$ cat src/rtl/pep_ks_cmd_issuer_pkg.sv
// rtl/pep_ks_cmd_issuer_pkg.sv - shared types and pointer helpers for the KS input pool reader
package pep_ks_cmd_issuer_pkg;
  localparam int TOTAL_PBS_NB  = 32;
  localparam int BATCH_PBS_NB  = 16;
  localparam int LWE_K         = 12;
  localparam int TIMEOUT_CNT_W = 32;

  localparam int PID_W      = $clog2(TOTAL_PBS_NB);
  localparam int PID_WW     = $clog2(TOTAL_PBS_NB + 1);
  localparam int LWE_K_P1_W = $clog2(LWE_K + 1);
  localparam int SPAN_W     = PID_WW + 1;

  typedef logic [PID_W-1:0]         pid_t;
  typedef logic [PID_WW-1:0]        elt_t;
  typedef logic [SPAN_W-1:0]        span_t;
  typedef logic [LWE_K_P1_W-1:0]    loop_t;
  typedef logic [TIMEOUT_CNT_W-1:0] tcnt_t;

  localparam elt_t  BATCH_ELT = elt_t'(BATCH_PBS_NB);
  localparam span_t TOTAL_SPAN = span_t'(TOTAL_PBS_NB);
  localparam loop_t LOOP_LAST = loop_t'(LWE_K);

  typedef struct packed {
    logic c;
    pid_t pt;
  } pointer_t;

  typedef struct packed {
    logic     ks_loop_c;
    loop_t    ks_loop;
    pointer_t wp;
    pointer_t rp;
  } ks_cmd_t;

  localparam int KS_CMD_W = $bits(ks_cmd_t);

  typedef struct packed {
    logic ks_wp_ovf;
  } pep_seq_error_t;

  typedef enum logic [1:0] {CAUSE_NONE, CAUSE_FULL, CAUSE_FLUSH, CAUSE_TIMEOUT} start_cause_e;
  typedef enum logic [1:0] {ST_IDLE, ST_ISSUE, ST_WAIT_DONE} issue_state_e;

  // Raw wp-rp distance one bit wider than needed; an underflow lands far above TOTAL_PBS_NB.
  function automatic span_t pt_span(pointer_t wp, pointer_t rp);
    span_t base;
    base = (wp.c != rp.c) ? TOTAL_SPAN : '0;
    return base + span_t'(wp.pt) - span_t'(rp.pt);
  endfunction

  function automatic logic pt_ovf(pointer_t wp, pointer_t rp);
    return pt_span(wp, rp) > TOTAL_SPAN;
  endfunction

  function automatic elt_t pt_elt_nb(pointer_t wp, pointer_t rp);
    return elt_t'(pt_span(wp, rp));
  endfunction

  function automatic pointer_t pt_add(pointer_t p, elt_t n);
    span_t    sum;
    pointer_t r;
    sum = span_t'(p.pt) + span_t'(n);
    if (sum >= TOTAL_SPAN) begin
      r.c  = ~p.c;
      r.pt = pid_t'(sum - TOTAL_SPAN);
    end else begin
      r.c  = p.c;
      r.pt = pid_t'(sum);
    end
    return r;
  endfunction
endpackage

$ cat src/rtl/pep_ks_cmd_issuer_batch_timer.sv
// rtl/pep_ks_cmd_issuer_batch_timer.sv - idle timeout counter and batch start-cause encoder
module pep_ks_batch_timer
  import pep_ks_cmd_issuer_pkg::*;
(
  input  logic                     clk,
  input  logic                     s_rst_n,
  input  logic                     idle,
  input  logic [PID_WW-1:0]        elt_nb,
  input  logic                     flush,
  input  logic [TIMEOUT_CNT_W-1:0] cfg_timeout,
  output start_cause_e             cause
);
  tcnt_t tcnt;
  logic  pending;
  logic  tmo_hit;

  assign pending = idle && (elt_nb != '0);
  assign tmo_hit = pending && (cfg_timeout != '0) && (tcnt == cfg_timeout - tcnt_t'(1));

  // A full pool wins over flush, which wins over the timeout.
  always_comb begin
    cause = CAUSE_NONE;
    if (pending) begin
      if (elt_nb >= BATCH_ELT)
        cause = CAUSE_FULL;
      else if (flush)
        cause = CAUSE_FLUSH;
      else if (tmo_hit)
        cause = CAUSE_TIMEOUT;
    end
  end

  always_ff @(posedge clk or negedge s_rst_n) begin
    if (!s_rst_n)
      tcnt <= '0;
    else if (!pending || (cause != CAUSE_NONE))
      tcnt <= '0;
    else
      tcnt <= tcnt + tcnt_t'(1);
  end
endmodule

$ cat src/rtl/pep_ks_cmd_issuer.sv
// rtl/pep_ks_cmd_issuer.sv - KS input pool reader: batches pending PIDs and issues keyswitch commands
module pep_ks_cmd_issuer
  import pep_ks_cmd_issuer_pkg::*;
(
  input  logic                     clk,
  input  logic                     s_rst_n,
  input  logic [PID_W:0]           wp,
  input  logic                     flush,
  input  logic [TIMEOUT_CNT_W-1:0] cfg_timeout,
  output logic [KS_CMD_W-1:0]      ks_cmd,
  output logic                     ks_cmd_vld,
  input  logic                     ks_cmd_rdy,
  input  logic                     ks_done,
  output logic [PID_W:0]           rp,
  output logic                     error_wp_ovf,
  output logic                     batch_inc,
  output logic                     timeout_inc
);
  issue_state_e   state;
  pointer_t       wp_r, wp_q, rp_r, wp_b;
  loop_t          ks_loop;
  logic           ks_loop_c;
  pep_seq_error_t err;
  start_cause_e   cause;
  ks_cmd_t        cmd;

  logic ovf_now, ovf_prev, wp_shrink;
  elt_t elt_now, elt_prev, elt_eff, bsz;

  // Both occupancies use the current rp so only writer motion is judged.
  assign ovf_now   = pt_ovf(wp_r, rp_r);
  assign ovf_prev  = pt_ovf(wp_q, rp_r);
  assign elt_now   = pt_elt_nb(wp_r, rp_r);
  assign elt_prev  = pt_elt_nb(wp_q, rp_r);
  assign wp_shrink = !ovf_now && !ovf_prev && (elt_now < elt_prev) && (state != ST_WAIT_DONE);
  assign elt_eff   = ovf_now ? '0 : elt_now;
  assign bsz       = (elt_eff >= BATCH_ELT) ? BATCH_ELT : elt_eff;

  pep_ks_batch_timer u_timer (
    .clk         (clk),
    .s_rst_n     (s_rst_n),
    .idle        (state == ST_IDLE),
    .elt_nb      (elt_eff),
    .flush       (flush),
    .cfg_timeout (cfg_timeout),
    .cause       (cause)
  );

  always_ff @(posedge clk or negedge s_rst_n) begin
    if (!s_rst_n) begin
      wp_r <= '0;
      wp_q <= '0;
      err  <= '0;
    end else begin
      wp_r          <= wp;
      wp_q          <= wp_r;
      err.ks_wp_ovf <= (ovf_now && !ovf_prev) || wp_shrink;
    end
  end

  always_ff @(posedge clk or negedge s_rst_n) begin
    if (!s_rst_n) begin
      state       <= ST_IDLE;
      rp_r        <= '0;
      wp_b        <= '0;
      ks_loop     <= '0;
      ks_loop_c   <= 1'b0;
      ks_cmd_vld  <= 1'b0;
      batch_inc   <= 1'b0;
      timeout_inc <= 1'b0;
    end else begin
      batch_inc   <= 1'b0;
      timeout_inc <= 1'b0;
      case (state)
        ST_IDLE: begin
          if (cause != CAUSE_NONE) begin
            wp_b        <= pt_add(rp_r, bsz);
            ks_loop     <= '0;
            ks_cmd_vld  <= 1'b1;
            batch_inc   <= 1'b1;
            timeout_inc <= (cause == CAUSE_TIMEOUT);
            state       <= ST_ISSUE;
          end
        end
        ST_ISSUE: begin
          if (ks_cmd_rdy) begin
            if (ks_loop == LOOP_LAST) begin
              ks_cmd_vld <= 1'b0;
              state      <= ST_WAIT_DONE;
            end else begin
              ks_loop <= ks_loop + loop_t'(1);
            end
          end
        end
        ST_WAIT_DONE: begin
          if (ks_done) begin
            rp_r      <= wp_b;
            ks_loop_c <= ~ks_loop_c;
            state     <= ST_IDLE;
          end
        end
        default: state <= ST_IDLE;
      endcase
    end
  end

  assign cmd = '{ks_loop_c: ks_loop_c, ks_loop: ks_loop, wp: wp_b, rp: rp_r};
  assign ks_cmd       = cmd;
  assign rp           = rp_r;
  assign error_wp_ovf = err.ks_wp_ovf;
endmodule

$ cat config.mk
export PLATFORM = sky130hd
export DESIGN_NAME = pep_ks_cmd_issuer
export DESIGN_NICKNAME = d
export VERILOG_FILES = /design/src/rtl/pep_ks_cmd_issuer_pkg.sv /design/src/rtl/pep_ks_cmd_issuer_batch_timer.sv /design/src/rtl/pep_ks_cmd_issuer.sv
export SDC_FILE = /design/constraint.sdc
export NUM_CORES = 1
export LEC_CHECK = 0
export CAP_MARGIN = 20
export CORE_AREA = 10 10 153 155
export CTS_CLUSTER_DIAMETER = 50
export CTS_CLUSTER_SIZE = 10
export DETAILED_ROUTE_END_ITERATION = 7
export DIE_AREA = 0 0 163 165
export PLACE_DENSITY = 0.43
export SYNTH_ARGS = -nofsm -noshare
export SYNTH_HDL_FRONTEND = slang
export SYNTH_SLANG_ARGS = --single-unit
$ cat constraint.sdc
create_clock -name clk -period 6.5 [get_ports clk]
set_input_delay 1.625 -clock clk [delete_from_list [all_inputs] [get_ports clk]]
set_output_delay 1.625 -clock clk [all_outputs]
set_load 0.005 [all_outputs]
## Word-level counts from Yosys, hierarchy flattened

Index checks and enable logic that the tools add are counted.

| word-level totals | value |
|---|---|
| logic and storage cells | 94 |
| input port bits | 43 |
| register bits | 67 |

| operators by class | value |
|---|---|
| add/subtract/negate cells | 9 |
| reductions and logical operators | 22 |
| multiplexer cells | 27 |
| magnitude comparators | 5 |
| bitwise operators | 2 |
| equality and inequality tests | 13 |

Operators by type and width:

| kind | count |
|---|---|
| 32-bit by 1-bit adder with 32-bit output (second input constant) | 1 |
| 32-bit == test | 1 |
| 32-bit two-way mux | 1 |
| 32-bit nonzero test | 1 |
| 32-bit by 1-bit subtractor with 32-bit output (second input constant) | 1 |
| 6-bit two-way mux | 5 |
| 2-bit two-way mux | 8 |
| 6-bit by 5-bit adder with 7-bit output | 2 |
| 7-bit by 6-bit > comparator with 1-bit output (second input constant) | 2 |
| 7-bit by 5-bit subtractor with 7-bit output | 2 |
| 4-bit two-way mux | 3 |
| 2-bit != test (second input constant) | 6 |
| 4-bit AND reduction | 3 |
| 4-bit case mux with 2 select lines | 1 |
| 5-bit by 6-bit adder with 7-bit output | 1 |
| 7-bit by 6-bit >= comparator with 1-bit output (second input constant) | 1 |
| 1-bit logical AND | 7 |
| 1-bit two-way mux | 7 |
| 6-bit by 5-bit >= comparator with 1-bit output (second input constant) | 1 |
| 6-bit < comparator | 1 |
| 2-bit case mux with 3 select lines | 1 |
| 6-bit nonzero test | 1 |
| 5-bit by 1-bit subtractor with 5-bit output (second input constant) | 1 |
| 4-bit by 1-bit adder with 4-bit output (second input constant) | 1 |
| 11 further kinds | 19 |

## Longest topological paths before layout

| depth | value |
|---|---|
| depth in word-level cells | 17 |
| gate-level depth with buffers | 18 |
| mapped depth without buffers | 18 |

## By module

From an unflattened synthesis, not the netlist that was laid out.

| second synthesis, totals | value |
|---|---|
| cell total of the unflattened synthesis | 561 |
| area, all modules | 5148.7 µm² |

By module, submodules not included:

| module | times used | area each (µm²) | cells each |
|---|---|---|---|
| pep_ks_batch_timer | 1 | 2884.0 | 340 |
| pep_ks_cmd_issuer | 1 | 2264.7 | 221 |

## Worst setup path before layout

OpenSTA, ideal clock, no wires.

| timing | value |
|---|---|
| path type | in2reg |
| from | in cfg_timeout[6] |
| to | reg wp_b (netlist bit ks_cmd[10]) |
| path slack | 1.700 ns |
| data arrival time | 4.672 ns |
| path buffers | 3 |
| setup time | 0.127 ns |
| stages on the path | 12 |
| cells stage by stage | buf_4 > or4_4 > or4_1 > buf_2 > or3_4 > nor4_2 > nor3_2 > nor4_2 > nand3_2 > a21oi_2 > buf_6 > mux2_1 |

| between the ends | value |
|---|---|
| longest elaborated chain between the ends | 9 |
| elaborated cells on any way between the ends | 11 |
| classes of those cells | 1 x add/sub; 1 x eq/ne; 4 x mux; 5 x reduce/logical |

Ends and longest elaborated chain:

| item | RTL line | source |
|---|---|---|
| from (decl) | pep_ks_cmd_issuer.sv:9 | `input logic [TIMEOUT_CNT_W-1:0] cfg_timeout,` |
| 32-bit by 1-bit subtractor with 32-bit output or 32-bit nonzero test (tied branches) | pep_ks_cmd_issuer_batch_timer.sv:18 | `assign tmo_hit = pending && (cfg_timeout != '0) && (tcnt == cfg_timeout - tcnt_t'(1));` |
| 32-bit == test or 1-bit logical AND (tied branches) | pep_ks_cmd_issuer_batch_timer.sv:18 |  |
| 1-bit logical AND (*) | pep_ks_cmd_issuer_batch_timer.sv:18 |  |
| 2-bit two-way mux (*) | pep_ks_cmd_issuer_batch_timer.sv:28 | `else if (tmo_hit)` |
| 2-bit two-way mux (*) | pep_ks_cmd_issuer_batch_timer.sv:26 | `else if (flush)` |
| 2-bit two-way mux (*) | pep_ks_cmd_issuer_batch_timer.sv:24 | `if (elt_nb >= BATCH_ELT)` |
| 2-bit two-way mux (*) | pep_ks_cmd_issuer_batch_timer.sv:23 | `if (pending) begin` |
| 2-bit nonzero test (*) | pep_ks_cmd_issuer.sv:76 | `if (cause != CAUSE_NONE) begin` |
| 2-bit AND reduction (no line) (*) | n/a |  |
| to (signal assigned) | pep_ks_cmd_issuer.sv:77 | `wp_b <= pt_add(rp_r, bsz);` |
| to (decl) | pep_ks_cmd_issuer.sv:20 | `pointer_t wp_r, wp_q, rp_r, wp_b;` |

Mark *: on every way between the ends. The rest lies on a longest branch, timed or not.
A chain may end at the register's enable or synchronous reset.

## Worst setup path in the final report

| timing | value |
|---|---|
| from | in cfg_timeout[6] |
| to | reg wp_b (netlist bit ks_cmd[6]) |

Same word-level chain as after synthesis.

==> impl_metrics.ini <==
[run_status]
status = completed

[cts]
clockBufferDepth = 2
cts_root_buf = clkbuf_16
clkTransAtPathRegs_ns = 0.06
cts_resized = 0
clock_sinks = 67
postCtsSetupRepairBufs = 0
cts_max_level = 3
cts_tree = built
worstSkewPairLatency_ns = 0.36
holdBufCountCts = 0
cts_buffers = 9

[worst_setup_path]
cp_num_buf_inv = 1
critPathSlowestCell = or4_4
arrival_ns = 5.65
critPathCaptureType = flop
critPathLaunchType = input pin
crit_chain = clkdlybuf4s50_1 -> or4_4 -> or4_1 -> or3_4 -> nor4_2 -> nor3_2 -> nor4_2 -> nand3_2 -> a21oi_2 -> mux2_2
critPathMaxStageDelay_ns = 0.63
critical_path.most_common_cell = nor4_2
required_ns = 6.74
cp.depth = 10
crit_type = in -> reg
crit_fanout = 11
critPathTopFamily = simple AND/OR/NAND/NOR gates
reg2regPathDepth = 17

[floorplan]
core_sq_um = 20200
boundaryPins = 70
dieArea_sq_um = 26900
rows = 52
die_h_um = 165
start_util_pct = 24.8
die_w_um = 163

[power_and_ir_drop]
p_leak_nw = 2.44
p_total_mw = 1.38
p_per_area_nw_per_um2 = 221
vdd_drop_max_mv = 0.104

[timing]
fmax_mhz = 185
final.setup_skew_ns = 0.0117
drv_slew = 0
rsz0062_at_grt = no
min_period_ns = 5.41
worst_pin_slew_ns = 0.882
period_share_pct = 83.2
setup_tns_ns = 0
slew_headroom_pct = 41.2
hold_violations = 0
setup_viol = 0

[logic_synthesis]
synth_cell_type_count = 60
async_reset_ff_share_pct = 100
syn-num-nets = 639
synth.avg_cell_area_sq_um = 8.80
yosysWarningCount = 0
synth_area_sq_um = 5000
synth-seq-cells = 67
synth_ff_type = dfrtp_1
synth_edf_count = 0
yosysSeqAreaShare_pct = 33.6
synthCells = 568

[job]
max_cap_viol_count = 0

[global_route]
grt_pass1_vias = 4341
grt_pass1_wl_um = 23200
met1_usage_pct = 13.3
gr-total-overflow = 0
antenna_found_initial = 0
track_usage_pct = 10.9
use_met2_pct = 17.5
use_met3_pct = 3.91
gr-max-usage-layer = met2
grt_max_degree = 68

[cells_and_area]
multiInputGateArea_sq_um = 3090
antenna_cells = 0
regArea_sq_um = 1680
mostFrequentLayoutCells = 85 x nor2_1, 68 x clkdlybuf4s50_1, 67 x dfrtp_1
final_net_count = 700
area_growth_pct = 24.5
fillCellCount = 2098
final_common_cell = nor2_1
drive_above_1_share_pct = 6.62

[drt]
wl_um = 14300
viasPerCell = 4.74
num_vias = 4289
drt_pre_antenna_iters = 4
drt_iter0_markers = 205
detail-route-antenna-nets = 0
routedWlPerCell_um = 15.8
drc_errors = 0

[place]
routabilityCongestion = 0.841
portBuffers = 69
dp_hpwl_um = 11200

[worst_hold_path]
hold_depth = 0
hp-class = reg -> reg
cells in the mapped netlist, types with 6 or more instances:
cell type | number | share of area [%]
o21ai_0 | 8 | 0.80
buf_4 | 8 | 1.2
nand3b_1 | 6 | 0.90
a31oi_1 | 7 | 0.88
inv_1 | 28 | 2.1
nand3_1 | 23 | 2.3
nor4_1 | 14 | 1.8
nor2_1 | 85 | 6.4
a21oi_1 | 19 | 1.9
xnor2_1 | 49 | 8.6
a21o_1 | 11 | 1.7
ha_1 | 25 | 6.3
nor4b_1 | 7 | 1.2
and3_1 | 13 | 1.6
nand2_1 | 31 | 2.3
mux2_2 | 9 | 2.0
clkbuf_1 | 9 | 0.68
nand2b_1 | 7 | 0.88
nand4_1 | 15 | 1.9
xor2_1 | 29 | 5.1
nor2b_1 | 6 | 0.75
nor3_1 | 20 | 2.0
dfrtp_1 | 67 | 34
worst paths after layout:
path,startpoint,to,slack [ns]
max in group asynchronous,s_rst_n,u_timer.tcnt[29],4.45
min in group asynchronous,s_rst_n,wp_r[1],1.48
setup / recovery,cfg_timeout[6],ks_cmd[6],1.09
setup reg to reg,ks_cmd[0],ks_cmd[11],2.44
hold reg to reg,wp_r[0],wp_q[0],0.40
hold / removal,wp_r[0],wp_q[0],0.40
kinds of logic (layout without fill, tap and decap cells):
family / Yosys count / after routing / synth area share (%)
fa+ha+maj: 28 / 28 / 7.46
buf+inv: 50 / 116 / 4.61
compound gates: 71 / 71 / 9.54
simple gates: 256 / 256 / 27.0
xor+xnor: 78 / 78 / 13.7
flops: 67 / 67 / 33.6
mux: 18 / 18 / 4.18
flip-flops by register name (all words and copies together), names as in the netlist:
signal        flops
batch_inc         1
ks_cmd_vld        1
wp_r              6
timeout_inc       1
state             2
ks_loop_c         1
ks_cmd           12
u_timer.tcnt     32
ks_loop           4
error_wp_ovf      1
wp_q              6
metal layers:
layer,wire [um],vias up
met5,0,-
met4,154,0
met3,849,15
met2,6540,86
met1,6760,2061
li1,-,2127
report_power, final:
part           switching (mW)  total, mW  internal (mW)
Combinational           0.171      0.359          0.188
Sequential             0.0427      0.504          0.461
Clock                   0.204      0.514          0.310
Total                   0.418       1.38          0.959
final cells by class:
cell class | count | share of cell area, %
clock buffer | 11 | 3.90
multi-input combinational | 451 | 49.7
inverter | 28 | 1.69
timing repair buffer | 72 | 11.4
clock inverter | 5 | 0.966
sequential | 67 | 27.0
tap | 270 | 5.43
metrics by stage:
step / util (%) / instance area, sq um / setup slack, ns / std cells / hold WS (ns)
finish: 30.8 / 6220 / 1.09 / 904 / 0.398
global route: 30.8 / 6220 / 0.892 / 904 / 0.410
CTS: 30.8 / 6220 / 1.07 / 904 / 0.397
detailed placement: 29.3 / 5920 / 0.689 / 888 / 0.371
global placement: 29.3 / 5920 / 0.774 / 888 / 0.392
floorplan: - / 5000 / 1.70 / 568 / 0.354
Note: power is estimated with default switching activity, not from simulation.
==> edit 1: new RTL, same flow settings <==
Change the package constant `TOTAL_PBS_NB` from 32 to 64.
--- a/src/rtl/pep_ks_cmd_issuer_pkg.sv
+++ b/src/rtl/pep_ks_cmd_issuer_pkg.sv
@@ -1,5 +1,5 @@
 // rtl/pep_ks_cmd_issuer_pkg.sv - shared types and pointer helpers for the KS input pool reader
 package pep_ks_cmd_issuer_pkg;
-  localparam int TOTAL_PBS_NB  = 32;
+  localparam int TOTAL_PBS_NB  = 64;
   localparam int BATCH_PBS_NB  = 16;
   localparam int LWE_K         = 12;
Ports: changed (resized ks_cmd, rp and wp); port bits go from 70 to 74. No check against the original RTL was run, so the function may have changed too.
==> edit 1 against the unedited design <==
- global-route usage up 1.5 points
- final area is 11% higher
- largest power group is now combinational logic
- total power grew 26%
- worst setup slack gained 420 ps
- synthesized area up 12%
- sequential cell count grew 4
- via count increased by 15%
- wire length increased by 14%
==> edit 1: results <==
group,metric,value,unit
run_status,status,"finished clean",
synthesis,ys_ff_latch,71,
timing,period_needed,4990,ps
critical_path,slowest_delay,510,ps
placed_design,place_area,6560,um2
routing,firstDrtPassIters,5,
placed_design,io_buffers,73,
synthesis,synthTopCellsByCount,"dfrtp_1 (71), nor2_1 (63), xor2_1 (44), nand2_1 (40), xnor2_1 (40)",
routing,vias,4916,
clocking,worstSkewPairLatency,340,ps
timing,whs,380,ps
cells_and_area,nets,773,
synthesis,syn_nets,713,
synthesis,synth.distinct_cells,71,
global_routing,grt_pass1_vias,4979,
placed_design,dp.cells,956,
critical_path,r2r_cells,18,
critical_path,cp.arrival,5190,ps
global_routing,grtUsageMet3,2.76,%
placed_design,dp_hpwl,13000,um
cells_and_area,seq-cell-share,25.8,%
critical_path,cpMaxStageDelayCell,"or3_1",
placed_design,routabilityCongestion,0.823,
critical_path,rr_endpoint,"ks_cmd[12]$_DFFE_PN0P_",
power,power.leakage,0.00265,uW
timing,worst_pin_slew,932,ps
cells_and_area,area_growth,22.7,%
global_routing,grt_pass1_wl,26800,um
## edit 1: changes by cell type after synthesis, sizes merged, moves of 8 or more
| cell | before | now |
|---|---|---|
| nor2 | 85 | 63 |
| xor2 | 29 | 44 |
| nand2 | 31 | 40 |
| xnor2 | 49 | 40 |
| nor3 | 21 | 29 |
| o21ai | 8 | 16 |
## edit 1: cells by family after synthesis
family	synth area share [%]
xor gates and xnor gates	13.1
other	0.0668
and+or+nand+nor	27.3
AOI/OAI and AO/OA	13.8
DFF	31.7
buffers and inverters	4.59
muxes	1.94
adders and majority gates	7.54
## edit 1: routing by layer
metal	wire length (um)	up-vias
met2	7780	98
met5	0	-
li1	-	2428
met3	839	20
met1	7370	2370
met4	255	0
## edit 1: power breakdown
group | internal (uW) | switching, uW | total, uW
sequential | 491 | 63.3 | 555
combinational | 307 | 328 | 635
clock | 347 | 196 | 543
total | 1150 | 588 | 1730
==> edit 2: new RTL, config.mk and constraints unchanged <==
Made on the original files. Add an input register stage for `cfg_timeout`, without a reset; this delays it by one clock. The other inputs are not delayed to match.
--- a/src/rtl/pep_ks_cmd_issuer.sv
+++ b/src/rtl/pep_ks_cmd_issuer.sv
@@ -17,4 +17,11 @@
   output logic                     timeout_inc
 );
+
+  logic [TIMEOUT_CNT_W-1:0] cfg_timeout_q;
+
+  always_ff @(posedge clk) begin
+    cfg_timeout_q <= cfg_timeout;
+  end
+
   issue_state_e   state;
   pointer_t       wp_r, wp_q, rp_r, wp_b;
@@ -43,5 +50,5 @@
     .elt_nb      (elt_eff),
     .flush       (flush),
-    .cfg_timeout (cfg_timeout),
+    .cfg_timeout (cfg_timeout_q),
     .cause       (cause)
   );
Behaviour: not the same (Yosys sat finds a counterexample within 4 cycles, from zero or initial values and one cycle with s_rst_n low).
==> edit 2 against the unedited design <==
- synthesized area up 13%
- wire length about the same
- final area up 10%
- critical path depth down 1
- sequential cell count up 32
- clock power up 6.8%
- fmax up 34%
- worst setup slack better by 1400 ps
- total power up 16%
- non-clock buffer count unchanged
- via count up 3.2%
- highest routed layer unchanged
==> edit 2: results <==
group,metric,value,unit
power,p_comb,335,uW
power,pg_seq,718,uW
synthesis,ys_seq_area_share,41.1,%
critical_path,cp.arrival,4290,ps
global_routing,grtUsageMet3,3.19,%
cells_and_area,nets,732,
power,p_sw,447,uW
routing,vias,4426,
placed_design,routabilityCongestion,0.814,
global_routing,grt_max_degree,68,
placed_design,place_area,6560,um2
hold_path,min_path_cells,0,
synthesis,synthArstFlopShare,67.7,%
timing,clock_skew,13.6,ps
synthesis,netlist_top_cells_area,"dfrtp_1 (30%), dfxtp_1 (11%), xnor2_1 (7.6%), nor2_1 (5.7%), ha_1 (5.5%)",
critical_path,rr_endpoint,"ks_cmd[6]$_DFFE_PN0P_",
synthesis,synth_mux_area_share,3.71,%
routing,wl_met1,6540,um
routing,wl_met3,719,um
global_routing,grtUsageMet2,18.0,%
synthesis,synth.distinct_cells,61,
global_routing,track_usage,10.9,%
routing,drt_iter0_drc,200,
critical_path,crit_type,"flip-flop to flip-flop",
cells_and_area,drive_gt1_share,6.31,%
synthesis,synthXorXnorAreaFrac,12.1,%
synthesis,synthTopCellsByCount,"nor2_1 (85), dfrtp_1 (67), xnor2_1 (49), dfxtp_1 (32), nand2_1 (31)",
power,power.leakage,0.00270,uW
clocking,post_cts_resize_count,0,
synthesis,syn_nets,671,
power,ir_drop,107,uV
global_routing,grt_use_met1,13.4,%
run_status,status,"finished clean",
critical_path,r2r_start,"cfg_timeout_q[6]$_DFF_P_",
hold_path,hp-class,"flip-flop to flip-flop",
clocking,cts_buffers,9,
routing,dr_wl_met2,6830,um
placed_design,dp_hpwl,11200,um
cells_and_area,fillers,2085,
critical_path,r2r_cells,9,
routing,firstDrtPassIters,5,
synthesis,synthAdderAreaFrac,6.61,%
timing,max-slew-margin-rel,41.2,%
timing,whs,383,ps
global_routing,grt_pass1_wl,23300,um
routing,wl_per_cell,15.3,um
synthesis,synth-compound-area-share,8.46,%
-- edit 2: final cells by class --
cell class / count / area share (%)
multi-input combinational: 451 / 45.0
sequential: 99 / 33.8
timing repair buffer: 72 / 10.3
tap: 270 / 4.92
clock buffer: 11 / 3.54
inverter: 28 / 1.53
clock inverter: 5 / 0.875
-- edit 2: worst max-delay path, cell delays in order, from the launching register on --
cell	delay, ps
dfxtp_1	390
or4_4	590
or4_1	650
or3_4	470
nor4_2	270
nor3_2	90
nor4_2	290
nand3_2	140
a21oi_2	630
mux2_2	410
-- edit 2: per-stage QoR --
stage | utilization (%) | power, uW | setup slack, ps | instances
3_3_place_gp | 32.5 | 1070 | 2510 | 920
2_1_floorplan | - | 915 | 3030 | 600
4_1_cts | 34.0 | 1640 | 2440 | 936
3_5_place_dp | 32.5 | 1070 | 2450 | 920
6_report | 34.0 | 1600 | 2450 | 936
5_1_grt | 34.0 | 1700 | 2230 | 936
